===== src/rtl/pwm_pkg.sv =====
// Shared definitions for the pwm-domain blocks: ramp FSM state codes and a
// counter-width helper that stays legal for a modulus of 1.
package pwm_pkg;

    localparam logic [1:0] ST_IDLE = 2'd0;
    localparam logic [1:0] ST_UP   = 2'd1;
    localparam logic [1:0] ST_DOWN = 2'd2;

    // A modulus of 1 still needs a 1-bit counter so the port widths stay non-zero.
    function automatic int cnt_width(input int n);
        return (n > 1) ? $clog2(n) : 1;
    endfunction

endpackage


===== src/rtl/pwm_prescaler.sv =====
// Free-running modulo-PRESCALE divider: clr parks the count at 0, en advances it,
// and tick marks the last count of each interval while enabled.
module pwm_prescaler
    import pwm_pkg::*;
#(
    parameter int PRESCALE = 256
) (
    input  logic clk,
    input  logic rst_n,
    input  logic en,
    input  logic clr,
    output logic tick
);

    localparam int             CW   = cnt_width(PRESCALE);
    localparam logic [CW-1:0]  LAST = CW'(PRESCALE - 1);

    logic [CW-1:0] count_reg;

    always_ff @(posedge clk or negedge rst_n) begin
        if (!rst_n) begin
            count_reg <= '0;
        end else if (clr) begin
            count_reg <= '0;
        end else if (en) begin
            count_reg <= (count_reg == LAST) ? '0 : count_reg + 1'b1;
        end
    end

    // Gated by en so a held or idle counter sitting on LAST (always true for PRESCALE=1) never ticks.
    assign tick = en && (count_reg == LAST);

endmodule


===== src/rtl/pwm_ramp.sv =====
// Slew-rate-limited duty setpoint: accepts a target over valid/ready and walks
// duty toward it by STEP once per prescaler tick, pulsing done on arrival.
module pwm_ramp
    import pwm_pkg::*;
#(
    parameter int WIDTH    = 8,
    parameter int STEP     = 1,
    parameter int PRESCALE = 256
) (
    input  logic             clk,
    input  logic             rst_n,
    input  logic [WIDTH-1:0] tgt,
    input  logic             tgt_valid,
    output logic             tgt_ready,
    input  logic             hold,
    output logic [WIDTH-1:0] duty,
    output logic             busy,
    output logic             done
);

    localparam logic [WIDTH-1:0] STEP_W = WIDTH'(STEP);

    logic [1:0]       state_reg, state_next;
    logic [WIDTH-1:0] target_reg, duty_reg;
    logic             done_reg;
    logic             tick, accept, reach;
    logic [WIDTH-1:0] diff;

    pwm_prescaler #(.PRESCALE(PRESCALE)) u_prescaler (
        .clk   (clk),
        .rst_n (rst_n),
        .en    (busy && !hold),
        .clr   (!busy),
        .tick  (tick)
    );

    assign accept = tgt_valid && (state_reg == ST_IDLE);

    // Subtraction order follows the direction, so the difference never underflows.
    always_comb begin
        diff = '0;
        case (state_reg)
            ST_UP:   diff = target_reg - duty_reg;
            ST_DOWN: diff = duty_reg - target_reg;
            default: diff = '0;
        endcase
    end

    assign reach = (diff <= STEP_W);

    always_ff @(posedge clk or negedge rst_n) begin
        if (!rst_n) state_reg <= ST_IDLE;
        else        state_reg <= state_next;
    end

    always_comb begin
        state_next = state_reg;
        case (state_reg)
            ST_IDLE: begin
                if (accept) begin
                    if (tgt > duty_reg)      state_next = ST_UP;
                    else if (tgt < duty_reg) state_next = ST_DOWN;
                end
            end
            ST_UP, ST_DOWN: begin
                if (tick && reach) state_next = ST_IDLE;
            end
            default: state_next = ST_IDLE;
        endcase
    end

    always_comb begin
        busy      = (state_reg != ST_IDLE);
        tgt_ready = (state_reg == ST_IDLE);
    end

    // Landing exactly on the target when within one step is what keeps duty from wrapping.
    always_ff @(posedge clk or negedge rst_n) begin
        if (!rst_n) begin
            target_reg <= '0;
            duty_reg   <= '0;
            done_reg   <= 1'b0;
        end else begin
            if (accept) target_reg <= tgt;
            if (tick) begin
                if (reach)                  duty_reg <= target_reg;
                else if (state_reg == ST_UP) duty_reg <= duty_reg + STEP_W;
                else                        duty_reg <= duty_reg - STEP_W;
            end
            done_reg <= (accept && (tgt == duty_reg)) || (tick && reach);
        end
    end

    assign duty = duty_reg;
    assign done = done_reg;

endmodule


===== config.mk =====
export PLATFORM = sky130hd
export DESIGN_NAME = pwm_ramp
export DESIGN_NICKNAME = d
export VERILOG_FILES = /design/src/rtl/pwm_pkg.sv /design/src/rtl/pwm_prescaler.sv /design/src/rtl/pwm_ramp.sv
export SDC_FILE = /design/constraint.sdc
export NUM_CORES = 1
export LEC_CHECK = 0
export ABC_AREA = 1
export BUFFER_PORTS_ARGS = -buffer_cell sky130_fd_sc_hd__buf_2
export CAP_MARGIN = 20
export CORE_UTILIZATION = 45
export DETAILED_ROUTE_END_ITERATION = 6
export PLACE_DENSITY_LB_ADDON = 0.05
export SLEW_MARGIN = 25
export SYNTH_ARGS = -nofsm -noshare
export SYNTH_HDL_FRONTEND = slang
export SYNTH_HIERARCHICAL = 1
export SYNTH_SLANG_ARGS = --single-unit

===== constraint.sdc =====
create_clock -name clk -period 7.15 [get_ports clk]
set_input_delay 0.715 -clock clk [delete_from_list [all_inputs] [get_ports clk]]
set_output_delay 0.715 -clock clk [all_outputs]
set_load 0.01 [all_outputs]

==> results.toml <==
[outcome]
status = "finished clean"

[grt]
grt_usage_pct = 22.2
grt_pass1_vias = 2189
grt_pass1_wl_um = 10600
antenna_found_initial = 0
grt_use_met2_pct = 36.8
overflow = 0
met1_usage_pct = 30.2
grt_max_degree = 28
grt_util_met3_pct = 2.09
top_usage_layer = "met2"

[floorplanning]
die_height_um = 78.3
ios = 23
initial_core_util_pct = 47.0
fp-row-count = 27
core_area_um2 = 5570
dieArea_um2 = 6130
die_width_um = 78.3

[yosys]
synth_compound_area_share_pct = 11.9
yosysTopAreaCell = "dfrtp_1"
syn_inst = 363
async_reset_ff_share_pct = 100
synth.distinct_cells = 35
synth_nets = 412
synth_xor_area_share_pct = 3.01
synth-seq-area-share_pct = 25.8
synth_area_um2 = 2620
ys.flop_type = "dfrtp_1"
synth_adder_area_share_pct = 18.5
ys_seq_elements = 27
synth_edf_count = 0
yosysWarnings = 6
synthMuxAreaShare_pct = 0
synthTopCellsByArea = "dfrtp_1 (26%), ha_1 (16%), nand2_1 (12%)"
yosys.area_share.simple_pct = 31.2
synth_top_family_by_area = "simple AND/OR/NAND/NOR gates"
syn_area_per_cell_um2 = 7.21
synth.top_cell.area_share_pct = 25.8

[clock_network]
cts_setup_buffers = 0
insertion_delay_ns = 0.27
numCtsBuffers = 3
clockBufferDepth = 2
postCtsResizedCells = 0
htreeDepth = 1
ctsHoldBuffers = 0
cts_tree = "yes"
root_buffer = "clkbuf_8"
clkTransAtPathRegs_ns = 0.09
clock_sinks = 27

[sta]
fin_crit_sh_pct = 38.5
max-slew-margin-rel_pct = 41.8
finalHoldViolations = 0
setup_viol = 0
max_freq_mhz = 363
finalMaxSlewViolations = 0
worst_pin_slew_ns = 0.870
grt_setup_unrepaired = "no"
setup_tns_ns = 0
finClkSkew_ns = 0.00496
finalCriticalPeriod_ns = 2.76

[power]
vdd_drop_max_v = 0.000188
p_leak_nw = 1.47
powerDensity_nw_per_um2 = 301

[placement]
hpwl_um = 5160
io_buffer_count = 22
place_congestion = 0.818

[setup_path]
arrival_ns = 2.89
cp_slowest_cell = "dfrtp_1"
critPathMaxFanout = 10
worstSetupStartpointType = "flip-flop"
crit_type = "reg -> reg"
slowest_delay_ns = 0.57
worstPathRequired_ns = 7.29
path_cells = "inv_1, ha_1, fa_1, inv_1, nand2_1, a21boi_1, nand3_1, nand2_1, nand3_1, o21bai_2, nand2_4, nand2_4, nand2_1, nand3_1, o21ai_1"
crit_path_end_kind = "flip-flop"

[route]
dr.pass1.iters = 4
vias = 2345
drtIter0Drc = 107
wl_um = 6200
viasPerCell = 5.14
post_drt_wl_per_cell_um = 13.6
drc = 0
antenna_left = 0

[hold_path]
hold_path.class = "in -> async"

[layout]
fin_util_pct = 50.8
layout_common_cells = "nand2_1 (85), inv_1 (54), nand3_1 (43)"
antenna_cells = 0
nNetsFinal = 434
syn_to_final_growth_pct = 8.03
drive_gt1_share_pct = 13.0
final_common_cell = "nand2_1"

[flow_run]
maxCapViolCount = 0
[cells in the mapped netlist, types with 2 or more instances]
master	count
a31oi_1	2
nand4_1	6
o21a_1	2
clkbuf_1	2
xnor2_1	3
nand2_1	85
a21oi_2	2
xor2_1	6
ha_1	34
buf_6	2
o21ai_0	4
nand3_1	43
a21oi_1	28
nand2_4	2
inv_1	54
nor2_2	2
nand2_2	9
nor2_4	4
nor2_1	21
o21ai_1	6
dfrtp_1	27
fa_1	3
a21boi_1	2
inv_2	3
[metrics by stage]
| step | cells | setup slack [ns] | area (µm²) | hold WS [ns] | power, mW |
|---|---|---|---|---|---|
| 2_1_floorplan | 363 | 4.83 | 2620 | 0.419 | 0.648 |
| 3_3_place_gp | 452 | 4.42 | 2780 | 0.461 | 0.764 |
| 3_5_place_dp | 452 | 4.39 | 2780 | 0.472 | 0.768 |
| 4_1_cts | 456 | 4.38 | 2830 | 0.473 | 0.858 |
| 5_1_grt | 456 | 4.14 | 2830 | 0.487 | 0.944 |
| 6_report | 456 | 4.39 | 2830 | 0.446 | 0.853 |
[critical path, delay by kind of cell, from the launching register on]
family,cells,cell delay (ns)
compound gates,3,0.40
flops,1,0.57
simple gates,8,0.74
buf+inv,2,0.25
fa+ha+maj,2,0.63
[layout make-up]
class,count,area (µm²)
Tap cell,72,90.1
Inverter,57,214
Fill cell,592,2750
Timing Repair Buffer,22,110
Sequential cell,27,676
Multi-Input combinational cell,274,1690
Clock buffer,4,45.0
[metal layers]
metal,vias to the layer above,part of all wire (%)
li1,1215,-
met1,1084,48
met2,35,47
met3,11,3.1
met4,0,2.2
met5,-,0
[worst paths after layout]
check	from	slack [ns]	cells past startpoint	to
min in group clk	u_prescaler/count_reg[7]$_DFFE_PN0P_	0.49	2	u_prescaler/count_reg[7]$_DFFE_PN0P_
worst max-delay path	duty[0]$_DFFE_PN0P_	4.39	15	duty[0]$_DFFE_PN0P_
worst min-delay path	rst_n	0.45	1	u_prescaler/count_reg[7]$_DFFE_PN0P_
worst min register to register	u_prescaler/count_reg[7]$_DFFE_PN0P_	0.49	2	u_prescaler/count_reg[7]$_DFFE_PN0P_
worst max register to register	duty[0]$_DFFE_PN0P_	4.39	15	duty[0]$_DFFE_PN0P_
max in group asynchronous	rst_n	6.30	1	target_reg[0]$_DFFE_PN0P_
[power breakdown]
group / switching, mW / leakage (nW) / internal [mW]
clock network: 0.0483 / 0.0228 / 0.0400
logic: 0.353 / 1.11 / 0.197
registers: 0.0314 / 0.345 / 0.183
total: 0.433 / 1.47 / 0.420
[cells by family (layout without fill, tap and decap cells)]
kind of cell	after synthesis	after routing
adders and majority gates	37	37
DFF	27	27
and+or+nand+nor	176	176
xor gates and xnor gates	9	9
AOI/OAI and AO/OA	52	52
buffers and inverters	62	83
Power figures use the tool's default switching activity.
